--- src/rtl/spd_slew_lim.sv ---
`default_nettype none
// ============================================================================
// Module      : spd_slew_lim
// Description : Ramps signed left/right wheel speeds toward captured targets in
//               fixed steps per tick, with a fast-decel emergency stop.
// Revision    : 1.0 - initial release
// ============================================================================
module spd_slew_lim #(
    parameter logic [10:0] STEP       = 11'd4,
    parameter logic [10:0] ESTOP_STEP = 11'd32,
    parameter int          TICK_DIV   = 2048,
    parameter logic [10:0] MAX_SPD    = 11'd1023
) (
    input  logic               clk,
    input  logic               rst_n,
    input  logic               tgt_vld,
    input  logic signed [10:0] lft_tgt,
    input  logic signed [10:0] rght_tgt,
    input  logic               moving,
    input  logic               estop,
    output logic signed [10:0] lft_spd,
    output logic signed [10:0] rght_spd,
    output logic               settled,
    output logic               ramping
);

    localparam int CW = $clog2(TICK_DIV);

    typedef enum logic [1:0] {
        IDLE  = 2'd0,
        RAMP  = 2'd1,
        HOLD  = 2'd2,
        ESTOP = 2'd3
    } state_t;

    state_t              r_state;
    state_t              w_state_nxt;
    logic [CW-1:0]       r_cnt;
    logic                w_tick;
    logic signed [10:0]  r_lft_cap;
    logic signed [10:0]  r_rght_cap;
    logic signed [10:0]  w_lft_eff;
    logic signed [10:0]  w_rght_eff;
    logic signed [10:0]  w_lft_goal;
    logic signed [10:0]  w_rght_goal;
    logic [10:0]         w_step;
    logic signed [10:0]  w_lft_stp;
    logic signed [10:0]  w_rght_stp;
    logic signed [10:0]  w_lft_nxt;
    logic signed [10:0]  w_rght_nxt;
    logic                w_fast;

    function automatic logic signed [10:0] clip(input logic signed [10:0] t);
        logic signed [11:0] te;
        logic signed [11:0] mx;
        te = {t[10], t};
        mx = $signed({1'b0, MAX_SPD});
        if (te > mx)
            return 11'(mx);
        else if (te < -mx)
            return 11'(-mx);
        else
            return t;
    endfunction

    // 12-bit difference so a full-scale reversal cannot wrap.
    function automatic logic signed [10:0] step_to(input logic signed [10:0] cur,
                                                   input logic signed [10:0] tgt,
                                                   input logic [10:0]        s);
        logic signed [11:0] c;
        logic signed [11:0] d;
        logic signed [11:0] ss;
        c  = {cur[10], cur};
        d  = {tgt[10], tgt} - c;
        ss = $signed({1'b0, s});
        if (d > ss)
            return 11'(c + ss);
        else if (d < -ss)
            return 11'(c - ss);
        else
            return tgt;
    endfunction

    assign w_tick     = (r_cnt == CW'(TICK_DIV - 1));
    assign w_lft_eff  = moving ? r_lft_cap  : 11'sd0;
    assign w_rght_eff = moving ? r_rght_cap : 11'sd0;
    assign w_fast     = estop || (r_state == ESTOP);
    assign w_step     = w_fast ? ESTOP_STEP : STEP;
    assign w_lft_goal = w_fast ? 11'sd0 : w_lft_eff;
    assign w_rght_goal = w_fast ? 11'sd0 : w_rght_eff;
    assign w_lft_stp  = step_to(lft_spd,  w_lft_goal,  w_step);
    assign w_rght_stp = step_to(rght_spd, w_rght_goal, w_step);

    always_ff @(posedge clk or negedge rst_n) begin
        if (!rst_n)
            r_cnt <= '0;
        else if (w_tick)
            r_cnt <= '0;
        else
            r_cnt <= r_cnt + CW'(1);
    end

    always_ff @(posedge clk or negedge rst_n) begin
        if (!rst_n) begin
            r_lft_cap  <= '0;
            r_rght_cap <= '0;
        end else if (estop) begin
            r_lft_cap  <= '0;
            r_rght_cap <= '0;
        end else if (tgt_vld) begin
            r_lft_cap  <= clip(lft_tgt);
            r_rght_cap <= clip(rght_tgt);
        end
    end

    always_comb begin
        w_state_nxt = r_state;
        w_lft_nxt   = lft_spd;
        w_rght_nxt  = rght_spd;
        if (estop) begin
            w_state_nxt = ESTOP;
            if (w_tick) begin
                w_lft_nxt  = w_lft_stp;
                w_rght_nxt = w_rght_stp;
            end
        end else begin
            case (r_state)
                IDLE: begin
                    if (w_lft_eff != 11'sd0 || w_rght_eff != 11'sd0)
                        w_state_nxt = RAMP;
                end
                RAMP: begin
                    if (w_tick) begin
                        w_lft_nxt  = w_lft_stp;
                        w_rght_nxt = w_rght_stp;
                    end
                    // Settling is judged on the post-update speeds.
                    if (w_lft_nxt == w_lft_eff && w_rght_nxt == w_rght_eff) begin
                        if (w_lft_eff == 11'sd0 && w_rght_eff == 11'sd0)
                            w_state_nxt = IDLE;
                        else
                            w_state_nxt = HOLD;
                    end
                end
                HOLD: begin
                    if (w_lft_eff == 11'sd0 && w_rght_eff == 11'sd0 &&
                        lft_spd == 11'sd0 && rght_spd == 11'sd0)
                        w_state_nxt = IDLE;
                    else if (w_lft_eff != lft_spd || w_rght_eff != rght_spd)
                        w_state_nxt = RAMP;
                end
                ESTOP: begin
                    if (w_tick) begin
                        w_lft_nxt  = w_lft_stp;
                        w_rght_nxt = w_rght_stp;
                    end
                    if (w_lft_nxt == 11'sd0 && w_rght_nxt == 11'sd0)
                        w_state_nxt = IDLE;
                end
                default: w_state_nxt = IDLE;
            endcase
        end
    end

    always_ff @(posedge clk or negedge rst_n) begin
        if (!rst_n) begin
            r_state  <= IDLE;
            lft_spd  <= '0;
            rght_spd <= '0;
        end else begin
            r_state  <= w_state_nxt;
            lft_spd  <= w_lft_nxt;
            rght_spd <= w_rght_nxt;
        end
    end

    assign settled = (r_state == IDLE) || (r_state == HOLD);
    assign ramping = (r_state == RAMP) || (r_state == ESTOP);

endmodule
`default_nettype wire

--- config.mk ---
export PLATFORM = sky130hd
export DESIGN_NAME = spd_slew_lim
export DESIGN_NICKNAME = d
export VERILOG_FILES = /design/src/rtl/spd_slew_lim.sv
export SDC_FILE = /design/constraint.sdc
export NUM_CORES = 1
export LEC_CHECK = 0
export CAP_MARGIN = 10
export CORE_MARGIN = 3
export CORE_UTILIZATION = 40
export CTS_CLUSTER_SIZE = 40
export DETAILED_ROUTE_END_ITERATION = 6
export HOLD_SLACK_MARGIN = 0.03
export SLEW_MARGIN = 20
export SYNTH_ARGS = -nofsm -noshare
export SYNTH_HDL_FRONTEND = slang
export SYNTH_SLANG_ARGS = --single-unit
--- constraint.sdc ---
create_clock -name clk -period 14.3 [get_ports clk]
set_clock_uncertainty 0.05 [all_clocks]
set_input_delay 2.86 -clock clk [delete_from_list [all_inputs] [get_ports clk]]
set_output_delay 2.86 -clock clk [all_outputs]
set_load 0.01 [all_outputs]
==> key figures, run 1 <==
Drt
  – Routed WL: 29.19 mm
  – Routed Antenna Nets: 0
  – Vias per cell: 6.774
  – DRT Pass-1 Iters: 6
  – Via count: about 8600
  – Iter 0 DRT Violations: 1236
  – DRC: 0
  – Routed len/inst: 23.09 microns

Timing
  – Period Utilization, post-route: 61.09%
  – Fin. max-slew vios: 0
  – Fin crit period: approximately 8.7 ns
  – Tightest Pin Transition: 0.9904 ns
  – Worst hold slack: between 0.4 and 0.5 ns
  – Setup TNS: 0 ns
  – F_max: 114.5 MHz
  – Setup Viol. Count Final: 0
  – RSZ-0062 raised after global routing: no
  – Slew headroom: 33.67%
  – Final hold vios: 0

Synth
  – EDFF count, synth: 0
  – Post-synthesis mux area share: roughly 2.1%
  – Ys async rst share: 100.0%
  – Post-Synth Adder-Cell Area: 5.469%
  – Synth cell types: 110
  – Share of the synthesized area in the top cell type: 18.67%
  – Post-Syn Nets: 1095
  – Xor and xnor fraction of the mapped netlist area: 5.960%
  – Post-synth top area cell: dfrtp_1
  – #FFs+latches synth: between 50 and 60
  – Synth area leaders: dfrtp_1 19%, ha_1 5.1%, a21oi_1 4.5%
  – Most common cell in the netlist: nand2_1
  – Post-synth top cells: 87 x nand2_1, 75 x nor2_1, 68 x a21oi_1, 67 x o21ai_0, 58 x clkbuf_1
  – Warnings from Yosys: 0
  – Sequential area share after synthesis: 18.67%
  – Synth Area in Simple Gates: 29.07%
  – Largest family of logic cells by synthesized area: compound AO/OA/AOI/OAI gates
  – Dominant synthesized flop cell: dfrtp_1
  – Cell Area, Synth: 7641 sq um
  – Compound-Gate Fraction of Synth Area: 32.01%
  – Syn Area/Cell: 7.376 sq um
  – Synth Instances: just over 1000

Power
  – P_leak: between 3 and 4 nW
  – Overall power: around 1.1 mW
  – P per Cell Area: 135.8 nW/um^2
  – VDD IR max: 65.77 uV

Critical path
  – Critical Path AT: 8.91 ns
  – CP startpoint kind: primary input
  – CP Max Fanout: 29
  – CP required: 14.48 ns
  – CP endpoint kind: register
  – Path type of the worst setup path: in2reg

Run status
  – Run status: finished, final reports clean

Placement
  – Placed Instances: 1248
  – Port bufs: 50
  – GP Congestion: 1.003
  – Dpl hpwl: 21.70 mm
  – Placed instance area: about 8200 sq um

Die
  – Initial Utilization: between 40% and 50%
  – Die Span Y: 144.2 microns
  – DIE AREA: 20800 sq um
  – Die X-Extent: 144.2 microns
  – CORE AREA: 18330 sq um
  – Row count: a little under 50
  – IO Count: 51

Clock tree
  – Number of CTS-inserted buffers: 9
  – Hold bufs inserted after CTS: 0
  – Skew-Pair Late Insertion Delay: around 0.34 ns
  – Clock transition at the registers of the reported paths: 0.05 ns
  – H-tree depth: 3
  – Post-CTS Setup Bufs: 0
  – PostCTS Resize Cnt: 0
  – CTS Buffer Depth: 2
  – CTS tree: built
  – Clock sinks: 57
  – Root Driver: clkbuf_16

Global routing
  – Remaining global-route overflow: 0
  – Vias in the first global route: 7940
  – Largest net degree at the start of global routing: 58
  – Initial antenna violation count: 1
  – First-pass GRT wire length: approximately 45 mm
  – Gr usage total: 27.69%

Finish
  – Nets@finish: ~1100
  – ANT cells: 0
  – Synth-to-Final Area Change: 10.56%
  – Final non-filler cell total: 1264
  – Layout cell share with drive strength beyond 1: under 10%
  – Final Instance Area: ~8400 sq um

Hold path
  – HP Class: reg2reg

Job
  – MaxCap Viol Count: 0
registers in the layout (all words and copies together) (netlist names):
name,count
lft_spd,11
r_cnt,11
r_lft_cap,11
r_rght_cap,11
r_state,2
rght_spd,11
report_power, final:
part / switching [mW] / internal [mW]
registers: 0.0616 / 0.176
logic: 0.436 / 0.254
clock network: 0.0848 / 0.135
logic make-up (layout without fill, tap and decap cells):
logic type,count (synthesis),count (layout)
buf+inv,125,124
mux,15,15
simple gates,411,411
fa+ha+maj,33,33
xor+xnor,52,52
compound gates,343,343
flops,57,57
layout make-up:
cell class	instances	area (sq um)
Tap cell	229	286.5
Multi-Input combinational cell	854	5702
Fill cell	1887	9883
Sequential cell	57	1426
Timing Repair Buffer	61	568.0
Clock inverter	5	56.30
Clock buffer	11	232.7
Inverter	47	176.4
metal layers:
| metal | share of wire (%) | vias to the layer above | GRT usage, % |
|---|---|---|---|
| li1 | - | 3906 | - |
| met1 | 43 | 3964 | 39.85 |
| met2 | 41 | 584 | 40.03 |
| met3 | 12 | 106 | 6.448 |
| met4 | 4.1 | 2 | 10.75 |
| met5 | 0.038 | - | 0 |
cell usage in the layout (no fill, tap or decap), types with 19 or more instances in the layout:
| master | Yosys | layout |
|---|---|---|
| nor2_1 | 75 | 75 |
| clkdlybuf4s50_1 | 0 | 47 |
| nand4_1 | 23 | 23 |
| xnor2_1 | 34 | 34 |
| nor4_1 | 19 | 19 |
| and3_1 | 20 | 20 |
| nand3_1 | 45 | 45 |
| a21oi_1 | 68 | 68 |
| o21ai_0 | 67 | 67 |
| inv_1 | 44 | 44 |
| dfrtp_1 | 57 | 57 |
| nand2_1 | 87 | 87 |
| nor3_1 | 20 | 20 |
| nand2b_1 | 34 | 34 |
| ha_1 | 31 | 31 |
| nand3b_1 | 23 | 23 |
critical path: stages:
cell	delay, ns
clkdlybuf4s50_1	0.46
buf_4	0.35
nand2b_1	0.32
nor2_1	0.07
buf_4	0.21
nand2_1	0.11
ha_1	0.21
inv_1	0.06
ha_1	0.24
or3b_2	0.47
o31ai_1	0.09
a22oi_1	0.14
xnor2_1	0.28
ha_1	0.30
or2_2	0.31
o2111a_2	0.33
a31oi_4	0.42
mux2_1	0.41
o221ai_2	0.31
o211ai_1	0.20
nor4_2	0.25
and4_1	0.26
nor3b_1	0.06
a21o_1	0.19
per-stage QoR:
step | setup slack [ns] | util [%]
final | 5.563 | 46.09
after global routing | 5.248 | 46.09
after CTS | 5.653 | 46.09
after detailed placement | 5.361 | 44.51
after global placement | 5.397 | 44.54
after floorplan | 6.699 | -
path summary, 6_finish.rpt:
kind,startpoint,end,slack [ns],cells past startpoint
max in group asynchronous,rst_n,lft_spd[0],11.08,2
min in group asynchronous,rst_n,r_cnt[6],2.62,2
min reg2reg,r_cnt[8],r_cnt[8],0.42,1
min,r_cnt[8],r_cnt[8],0.42,1
max reg2reg,r_state[0],r_state[1],8.21,22
max,estop,r_state[1],5.56,24
(Power assumes the default switching activity.)
==> run 2, diff against run 1 <==
==> constraint.sdc (replaced) <==
create_clock -name clk -period 7.1 [get_ports clk]
set_clock_uncertainty 0.05 [all_clocks]
set_input_delay 1.42 -clock clk [delete_from_list [all_inputs] [get_ports clk]]
set_output_delay 1.42 -clock clk [all_outputs]
set_load 0.01 [all_outputs]
==> key figures, run 2 (synthesized netlist as in run 1, its figures left out) <==
Run status
  – Violations in the final reports: design-rule violations
  – Run status: finished with violations

Timing
  – Period Utilization, post-route: between 90% and 100%
  – Setup slack after layout: 0.4902 ns (-5.073 ns)
  – Fin. max-slew vios: 0 (unchanged)
  – Fin crit period: 6.610 ns
  – F_max: 151.3 MHz
  – Setup Viol. Count Final: 0 (unchanged)
  – Tightest Pin Transition: 0.9061 ns (-0.08426 ns)
  – Final hold vios: 0 (unchanged)
  – Slew headroom: 39.41% (+5.7 points)
  – Setup TNS: 0 ns (unchanged)
  – RSZ-0062 raised after global routing: no

Critical path
  – CP endpoint kind: register
  – Critical Path AT: 6.80 ns (-2.11 ns)
  – CP startpoint kind: primary input
  – CP required: 7.29 ns (-7.19 ns)
  – CP Max Fanout: 28 (-3.4%)
  – Path type of the worst setup path: in2reg

Hold path
  – HP Class: reg2reg

Drt
  – DRT Pass-1 Iters: 7 (+1)
  – Iter 0 DRT Violations: 1025 (-17%)
  – Vias per cell: 6.708 (-0.98%)
  – Routed Antenna Nets: 0 (unchanged)
  – Routed len/inst: 23.22 microns (+0.53%)
  – Routed WL: 29.63 mm (+1.5%)
  – DRC: 7 (+7)
  – Via count: 8559 (-0.035%)

Power
  – P per Cell Area: 276.8 nW/um^2 (+100%)
  – VDD IR max: 169.8 uV (+160%)
  – P_leak: 3.285 nW (+2.2%)

Global routing
  – Vias in the first global route: 8043 (+1.3%)
  – Remaining global-route overflow: 0 (unchanged)
  – GR Util met1: 40.50% (+0.65 points)
  – Met3 Track Usage GR: 5.093% (-1.4 points)
  – Gr usage total: 28.21% (+0.53 points)
  – GR peak layer: met2
  – First-pass GRT wire length: 45.79 mm (+1.8%)
  – GR met2 Demand/Resource: 42.94% (+2.9 points)
  – Largest net degree at the start of global routing: 58 (unchanged)
  – Initial antenna violation count: 0 (-1)

Die
  – DIE AREA: 20800 sq um (unchanged)
  – CORE AREA: 18330 sq um (unchanged)
  – Row count: 49 (unchanged)
  – Die X-Extent: 144.2 microns (unchanged)
  – IO Count: 51 (unchanged)
  – Initial Utilization: 41.68% (unchanged)
  – Die Span Y: 144.2 microns (unchanged)

Clock tree
  – PostCTS Resize Cnt: 0 (unchanged)
  – CTS tree: built
  – H-tree depth: 3 (unchanged)
  – Number of CTS-inserted buffers: 9 (unchanged)
  – Clock sinks: 57 (unchanged)
  – Root Driver: clkbuf_16
  – Skew-Pair Late Insertion Delay: 0.35 ns (about the same)
  – Post-CTS Setup Bufs: 0 (unchanged)
  – Clock transition at the registers of the reported paths: 0.07 ns (+0.02 ns)
  – Hold bufs inserted after CTS: 0 (unchanged)
  – CTS Buffer Depth: 2 (unchanged)

Finish
  – Commonest non-fill, non-tap cells in the layout: 87 x nand2_1, 75 x nor2_1, 68 x a21oi_1
  – Synth-to-Final Area Change: 12.08%
  – Layout Utilization: 46.72% (+0.63 points)
  – Most common cell after layout, fill and taps aside: nand2_1
  – Nets@finish: 1100 (+1.0%)
  – Layout cell share with drive strength beyond 1: 8.604% (+1.2 points)

Placement
  – GP Congestion: 1.033 (+3.0%)
  – Port bufs: 50 (unchanged)
  – Dpl hpwl: 22.53 mm (+3.8%)
  – Place WS: 0.3251 ns (-5.036 ns)

Job
  – MaxCap Viol Count: 0 (unchanged)
[run 2: cell count changes in the layout (fill, tap and decap cells not counted), sizes merged]
cell / delta
bufinv: +1
buf: +11
diode: +1
clkbuf: -2
clkinv: +1
[run 2: final cells by class]
class                      instances  area, sq um
tap                              229        286.5
multi-input combinational        854         5702
inverter                          47        176.4
sequential                        57         1426
timing repair buffer              72        650.6
clock inverter                     7        95.09
clock buffer                       9        225.2
fill                            1837         9767
antenna                            1        2.502
[run 2: worst max-delay path: stages]
cell and delay [ns]:
clkdlybuf4s50_1 0.49, buf_4 0.35, and2b_1 0.26, and3_1 0.25
ha_1 0.28, nor2b_1 0.17, o21ai_1 0.36, nand3_1 0.37
a2111oi_2 0.39, nor4_1 0.12, or3_1 0.44, nor3_2 0.33
o21ai_1 0.13, o211ai_1 0.35, o21ai_1 0.22, nor4_2 0.35
and4_1 0.26, nor3b_1 0.06, a21o_1 0.19
[run 2: final timing paths]
check	start	to	slack [ns]	depth (start not counted)
max in group asynchronous	rst_n	lft_spd[3]	5.32	2
hold / removal	r_cnt[6]	r_cnt[6]	0.42	1
setup / recovery	estop	r_state[1]	0.49	19
min in group asynchronous	rst_n	lft_spd[10]	1.17	2
hold reg to reg	r_cnt[6]	r_cnt[6]	0.42	1
setup reg to reg	r_state[1]	r_state[1]	1.25	21
[run 2: where the power goes]
part           switching, mW  total, mW  internal (mW)
sequential             0.132      0.487          0.355
combinational          0.871       1.40          0.532
clock                  0.174      0.481          0.307
[run 2: metrics by stage]
| stage | instance area [sq um] | power, mW | cells | hold WS, ns |
|---|---|---|---|---|
| after floorplan | 7641 | 1.427 | 1036 | 0.3880 |
| after global placement | 8247 | 1.859 | 1259 | 0.4059 |
| after detailed placement | 8247 | 1.846 | 1259 | 0.4109 |
| after CTS | 8567 | 2.337 | 1275 | 0.4229 |
| after global routing | 8562 | 2.500 | 1275 | 0.4751 |
| final | 8564 | 2.371 | 1276 | 0.4203 |
[run 2: routing by layer]
metal,vias up,part of all wire [%]
li1,3926,-
met1,4080,44
met2,481,44
met3,72,9.4
met4,0,2.9
met5,-,0
